[src/rtl/axis_packet_scheduler.sv]
// axis_packet_scheduler: packet-granular round-robin grant of one shared AXI-stream path with quota and stall watchdog
module axis_packet_scheduler #(
  parameter int NUM     = 8,
  parameter int QW      = 4,
  parameter int TIMEOUT = 1024
) (
  input  logic                    aclk,
  input  logic                    aresetn,
  input  logic [NUM-1:0]          req,
  input  logic [QW-1:0]           quantum,
  input  logic                    xfer,
  input  logic                    xlast,
  output logic [NUM-1:0]          grant,
  output logic [$clog2(NUM)-1:0]  grant_id,
  output logic                    grant_vld,
  output logic                    timeout
);
  localparam int IW = $clog2(NUM);
  localparam int WW = TIMEOUT > 0 ? $clog2(TIMEOUT + 1) : 1;
  typedef enum logic {IDLE, GRANT} state_t;
  state_t         state_q;
  logic [NUM-1:0] grant_q;
  logic [IW-1:0]  grant_id_q, last_id_q, win;
  logic [QW-1:0]  pkt_left_q;
  logic           in_pkt_q, timeout_q;
  logic [WW-1:0]  wd_q, wd_d;
  logic           fin, drain, expire;
  // first requester found searching upward from the slot after the previous winner
  always_comb begin
    int   j;
    logic [IW-1:0] idx;
    win = last_id_q;
    j   = 0;
    idx = '0;
    for (int k = NUM; k >= 1; k--) begin
      j = int'(last_id_q) + k;
      if (j >= NUM) j = j - NUM;
      idx = IW'(j);
      if (req[idx]) win = idx;
    end
  end
  // release conditions: quota exhausted, drained at a boundary, or watchdog expiry
  always_comb begin
    wd_d   = xfer ? '0 : (wd_q == WW'(TIMEOUT) ? wd_q : wd_q + 1'b1);
    expire = (TIMEOUT != 0) && !xfer && (wd_d == WW'(TIMEOUT));
    fin    = xfer && xlast && (pkt_left_q == QW'(1));
    drain  = !in_pkt_q && !xfer && !req[grant_id_q];
  end
  // grant FSM with registered outputs; forced release still leaves last_id at the stalled source
  always_ff @(posedge aclk or negedge aresetn) begin
    if (!aresetn) begin
      state_q    <= IDLE;
      grant_q    <= '0;
      grant_id_q <= '0;
      last_id_q  <= IW'(NUM - 1);
      pkt_left_q <= '0;
      in_pkt_q   <= 1'b0;
      wd_q       <= '0;
      timeout_q  <= 1'b0;
    end else begin
      timeout_q <= 1'b0;
      if (state_q == IDLE) begin
        if (|req) begin
          state_q    <= GRANT;
          grant_q    <= NUM'(1) << win;
          grant_id_q <= win;
          last_id_q  <= win;
          pkt_left_q <= quantum == '0 ? QW'(1) : quantum;
          in_pkt_q   <= 1'b0;
          wd_q       <= '0;
        end
      end else begin
        wd_q <= wd_d;
        if (xfer) in_pkt_q <= !xlast;
        if (xfer && xlast) pkt_left_q <= pkt_left_q - 1'b1;
        if (fin || drain || expire) begin
          state_q  <= IDLE;
          grant_q  <= '0;
          in_pkt_q <= 1'b0;
        end
        if (expire) timeout_q <= 1'b1;
      end
    end
  end
  assign grant     = grant_q;
  assign grant_id  = grant_id_q;
  assign grant_vld = |grant_q;
  assign timeout   = timeout_q;
endmodule

[config.mk]
export PLATFORM = sky130hd
export DESIGN_NAME = axis_packet_scheduler
export DESIGN_NICKNAME = d
export VERILOG_FILES = /design/src/rtl/axis_packet_scheduler.sv
export SDC_FILE = /design/constraint.sdc
export NUM_CORES = 1
export LEC_CHECK = 0
export CAP_MARGIN = 20
export CORE_ASPECT_RATIO = 0.75
export CORE_MARGIN = 3
export CORE_UTILIZATION = 45
export CTS_CLUSTER_DIAMETER = 100
export CTS_CLUSTER_SIZE = 20
export DETAILED_ROUTE_END_ITERATION = 8
export PLACE_DENSITY = 0.65
export SLEW_MARGIN = 10
export SYNTH_ARGS = -nofsm -noshare
export SYNTH_HDL_FRONTEND = slang
export SYNTH_SLANG_ARGS = --single-unit
[constraint.sdc]
create_clock -name aclk -period 8 [get_ports aclk]
set_clock_uncertainty 0.2 [all_clocks]
set_input_delay 1.6 -clock aclk [delete_from_list [all_inputs] [get_ports aclk]]
set_output_delay 1.6 -clock aclk [all_outputs]
set_load 0.01 [all_outputs]
==> impl_metrics.yaml <==
clocking:
  hold_buffers: 0
  cts_tree: "done"
  cts_setup_buffers: 0
  clock_latency_ns: 0.28
  cts_max_level: 2
  clock-root-buffer: "clkbuf_8"
  clock-sinks: 32
  cts_inserted_buffers: 5
  clkTransAtPathRegs_ns: 0.07
  cts_resized: 0
  cts_buffer_depth: 2
timing:
  fmax_mhz: 229
  finalCriticalPeriod_ns: 4.37
  setup_violations: 0
  fin_crit_sh_pct: 54.6
  grt_setup_unrepaired: "no"
  setup_ws_ns: 3.63
  hold_viol: 0
  setup_tns_ns: 0
  max_slew_margin_pct: 47.8
  whs_ns: 0.348
  worstMarginPinSlew_ns: 0.773
  maxSlewViolCount: 0
floorplanning:
  num_rows: 25
  start_util_pct: 47.7
  die_w_um: 102
  die_area_sq_um: 7910
  die_y_um: 77.8
  ios: 29
  core-area_sq_um: 6470
placed_design:
  place_ws_ns: 3.39
  hpwl_mm: 5.57
  gp_congestion: 0.895
  placed_area_sq_um: 3320
  placed_cells: 424
  numPortBuffers: 28
finish:
  drive_above_1_share_pct: 13.1
  area_growth_pct: 10.2
  fin_util_pct: 52.6
  final_nets: 372
  finalNonFillerCells: 432
  insertedDiodeCount: 0
  final_area_sq_um: 3410
logic_synthesis:
  ys_seq_elements: 32
  synth_xor_area_share_pct: 0.850
  syn_avg_cell_area_sq_um: 8.94
  yosysSeqAreaShare_pct: 26.0
  synth_cell_type_count: 74
  yosys.area.top_type: "dfrtp_1"
  muxShareOfSynthArea_pct: 19.6
  synthCells: 346
  syn-num-nets: 368
  yosys_warnings: 0
  async_reset_ff_share_pct: 100
  synth_top_family_by_area: "compound AO/OA/AOI/OAI gates"
  syn_area_sq_um: 3090
  post-synth-top-area-fraction_pct: 23.5
  dominantRegCellSynth: "dfrtp_1"
  synth.area.top_cells: "dfrtp_1, mux4_2, o21ai_0"
  synth_compound_area_share_pct: 23.8
  synthSimpleGateAreaFrac_pct: 19.4
  synth_enable_flop_cells: 0
  synthAdderAreaFrac_pct: 2.43
global_routing:
  first_global_vias: 2423
  grt_pass1_wl_mm: 12.9
  antenna_found_initial: 0
  grt_max_degree: 33
  grt_util_all_layers_pct: 20.3
  overflow: 0
worst_setup_path:
  crit_top_cell: "nor4_1"
  r2r-end: "last_id_q[1]"
  cp.depth: 7
  crit_path_end: "grant[1]"
  crit_path_start_kind: "primary input"
  crit_path_end_kind: "flip-flop"
  r2r_start: "last_id_q[1]"
  worstPathRequired_ns: 7.92
  rr_worst_depth: 8
  path_class: "primary input to flip-flop"
  worstPathMaxFanout: 14
  path_cells: "clkdlybuf4s50_1, nor4_1, a21o_1, nor4_1, nand3b_1, nor3_2, o32ai_1"
  crit_family: "simple AND/OR/NAND/NOR gates"
  regToRegSetupSlack_ns: 3.68
  cp_slowest_cell: "nor4_1"
  startpoint: "req[4]"
  cp_num_buf_inv: 1
  slowest_delay_ns: 0.72
  worst_ep_arrival_time_ns: 4.29
routing:
  drt_iter0_drc: 238
  finalWirelength_mm: 7.79
  via_per_inst: 6.46
  drtAntennaViolNets: 0
  first_pass_iters: 5
  wl_per_cell_um: 18.0
  vias: 2790
  drc: 0
flow_run:
  drv_cap: 0
power:
  power_mw: 1.38
  ir_worst_vdd_mv: 0.179
  power.density_nw_per_um2: 405
  power_leakage_nw: 1.30
worst_hold_path:
  hold_path_class: "flip-flop to flip-flop"
outcome:
  outcome: "finished, final reports clean"
-- area by class of cell --
class	count	area [sq um]
Sequential cell	32	805
Clock inverter	2	10.0
Timing Repair Buffer	29	288
Tap cell	81	101
Clock buffer	6	82.6
Fill cell	594	3070
Multi-Input combinational cell	261	2040
Inverter	21	78.8
-- worst reg2reg max path: stages, from the launching register on --
cell and delay, ns:
dfstp_2 0.89, clkinv_1 0.40, ha_1 0.83, mux4_2 0.49, mux2_2 0.34, o211ai_1 0.17
a21oi_1 0.13, o41ai_2 0.53, o21ai_0 0.24
-- sequential cells by signal, indices dropped and copies added, names as in the netlist --
register	flops
pkt_left_q	4
wd_q	11
state_q	1
last_id_q	3
in_pkt_q	1
timeout	1
grant	8
grant_id	3
-- cells in the mapped netlist (4+ instances only) --
library cell and number:
mux2i_1 7, nand4_1 5, nor2_1 19, nand3_1 16, a21oi_1 11, and3_1 5, inv_1 20, and2_1 4
nor2b_1 6, o21ai_0 24, o31ai_1 7, ha_1 6, mux2_2 8, buf_2 7, mux4_2 17, dfrtp_1 29
clkbuf_1 19, o22ai_1 5, nand2_1 31, nor4_1 7, a211oi_1 4, o32ai_1 9, nor3_1 8
-- worst min-delay path by stage --
stage	slack, ns	to	startpoint	depth (start not counted)
2_1_floorplan	0.29	wd_q[10]	wd_q[10]	1
4_1_cts	0.35	grant_id[2]	grant_id[2]	2
5_1_grt	0.38	grant[2]	grant[2]	2
6_report	0.35	grant[2]	grant[2]	2
3_5_place_dp	0.33	grant_id[2]	grant_id[2]	2
3_3_place_gp	0.31	grant_id[2]	grant_id[2]	2
-- per-layer routing --
layer	track usage (%)	share of wire (%)	vias to the layer above
met5	0	0	-
met3	4.13	6.0	2
met2	26.2	40	99
li1	-	-	1351
met1	34.7	53	1338
met4	1.99	0.12	0
-- where the power goes --
group          internal, mW  leakage, nW  switching (mW)
combinational         0.418        0.839           0.513
sequential            0.213        0.415           0.107
clock                0.0687       0.0510          0.0621
-- logic make-up after synthesis --
| group | Yosys count |
|---|---|
| compound gates | 100 |
| xor+xnor | 3 |
| fa+ha+maj | 6 |
| buf+inv | 53 |
| flops | 32 |
| mux | 35 |
| simple gates | 117 |
-- placed cells by master (no fill, tap or decap), types with 3 or more instances in the layout --
master / synthesis / routed
a211oi_1: 4 / 4
a21oi_1: 11 / 11
and2_1: 4 / 4
and3_1: 5 / 5
clkbuf_8: 0 / 6
clkdlybuf4s50_1: 0 / 28
dfrtp_1: 29 / 29
dfstp_2: 3 / 3
ha_1: 6 / 6
inv_1: 20 / 20
mux2_2: 8 / 8
mux2i_1: 7 / 7
mux4_2: 17 / 17
nand2_1: 31 / 31
nand2b_1: 3 / 3
nand3_1: 16 / 16
nand4_1: 5 / 5
nor2_1: 19 / 19
nor2b_1: 6 / 6
nor3_1: 8 / 8
nor3b_1: 3 / 3
nor4_1: 7 / 7
o21ai_0: 24 / 24
o22ai_1: 5 / 5
o311ai_0: 3 / 3
o31ai_1: 7 / 7
o32ai_1: 9 / 9
Note: power is estimated with default switching activity, not from simulation.
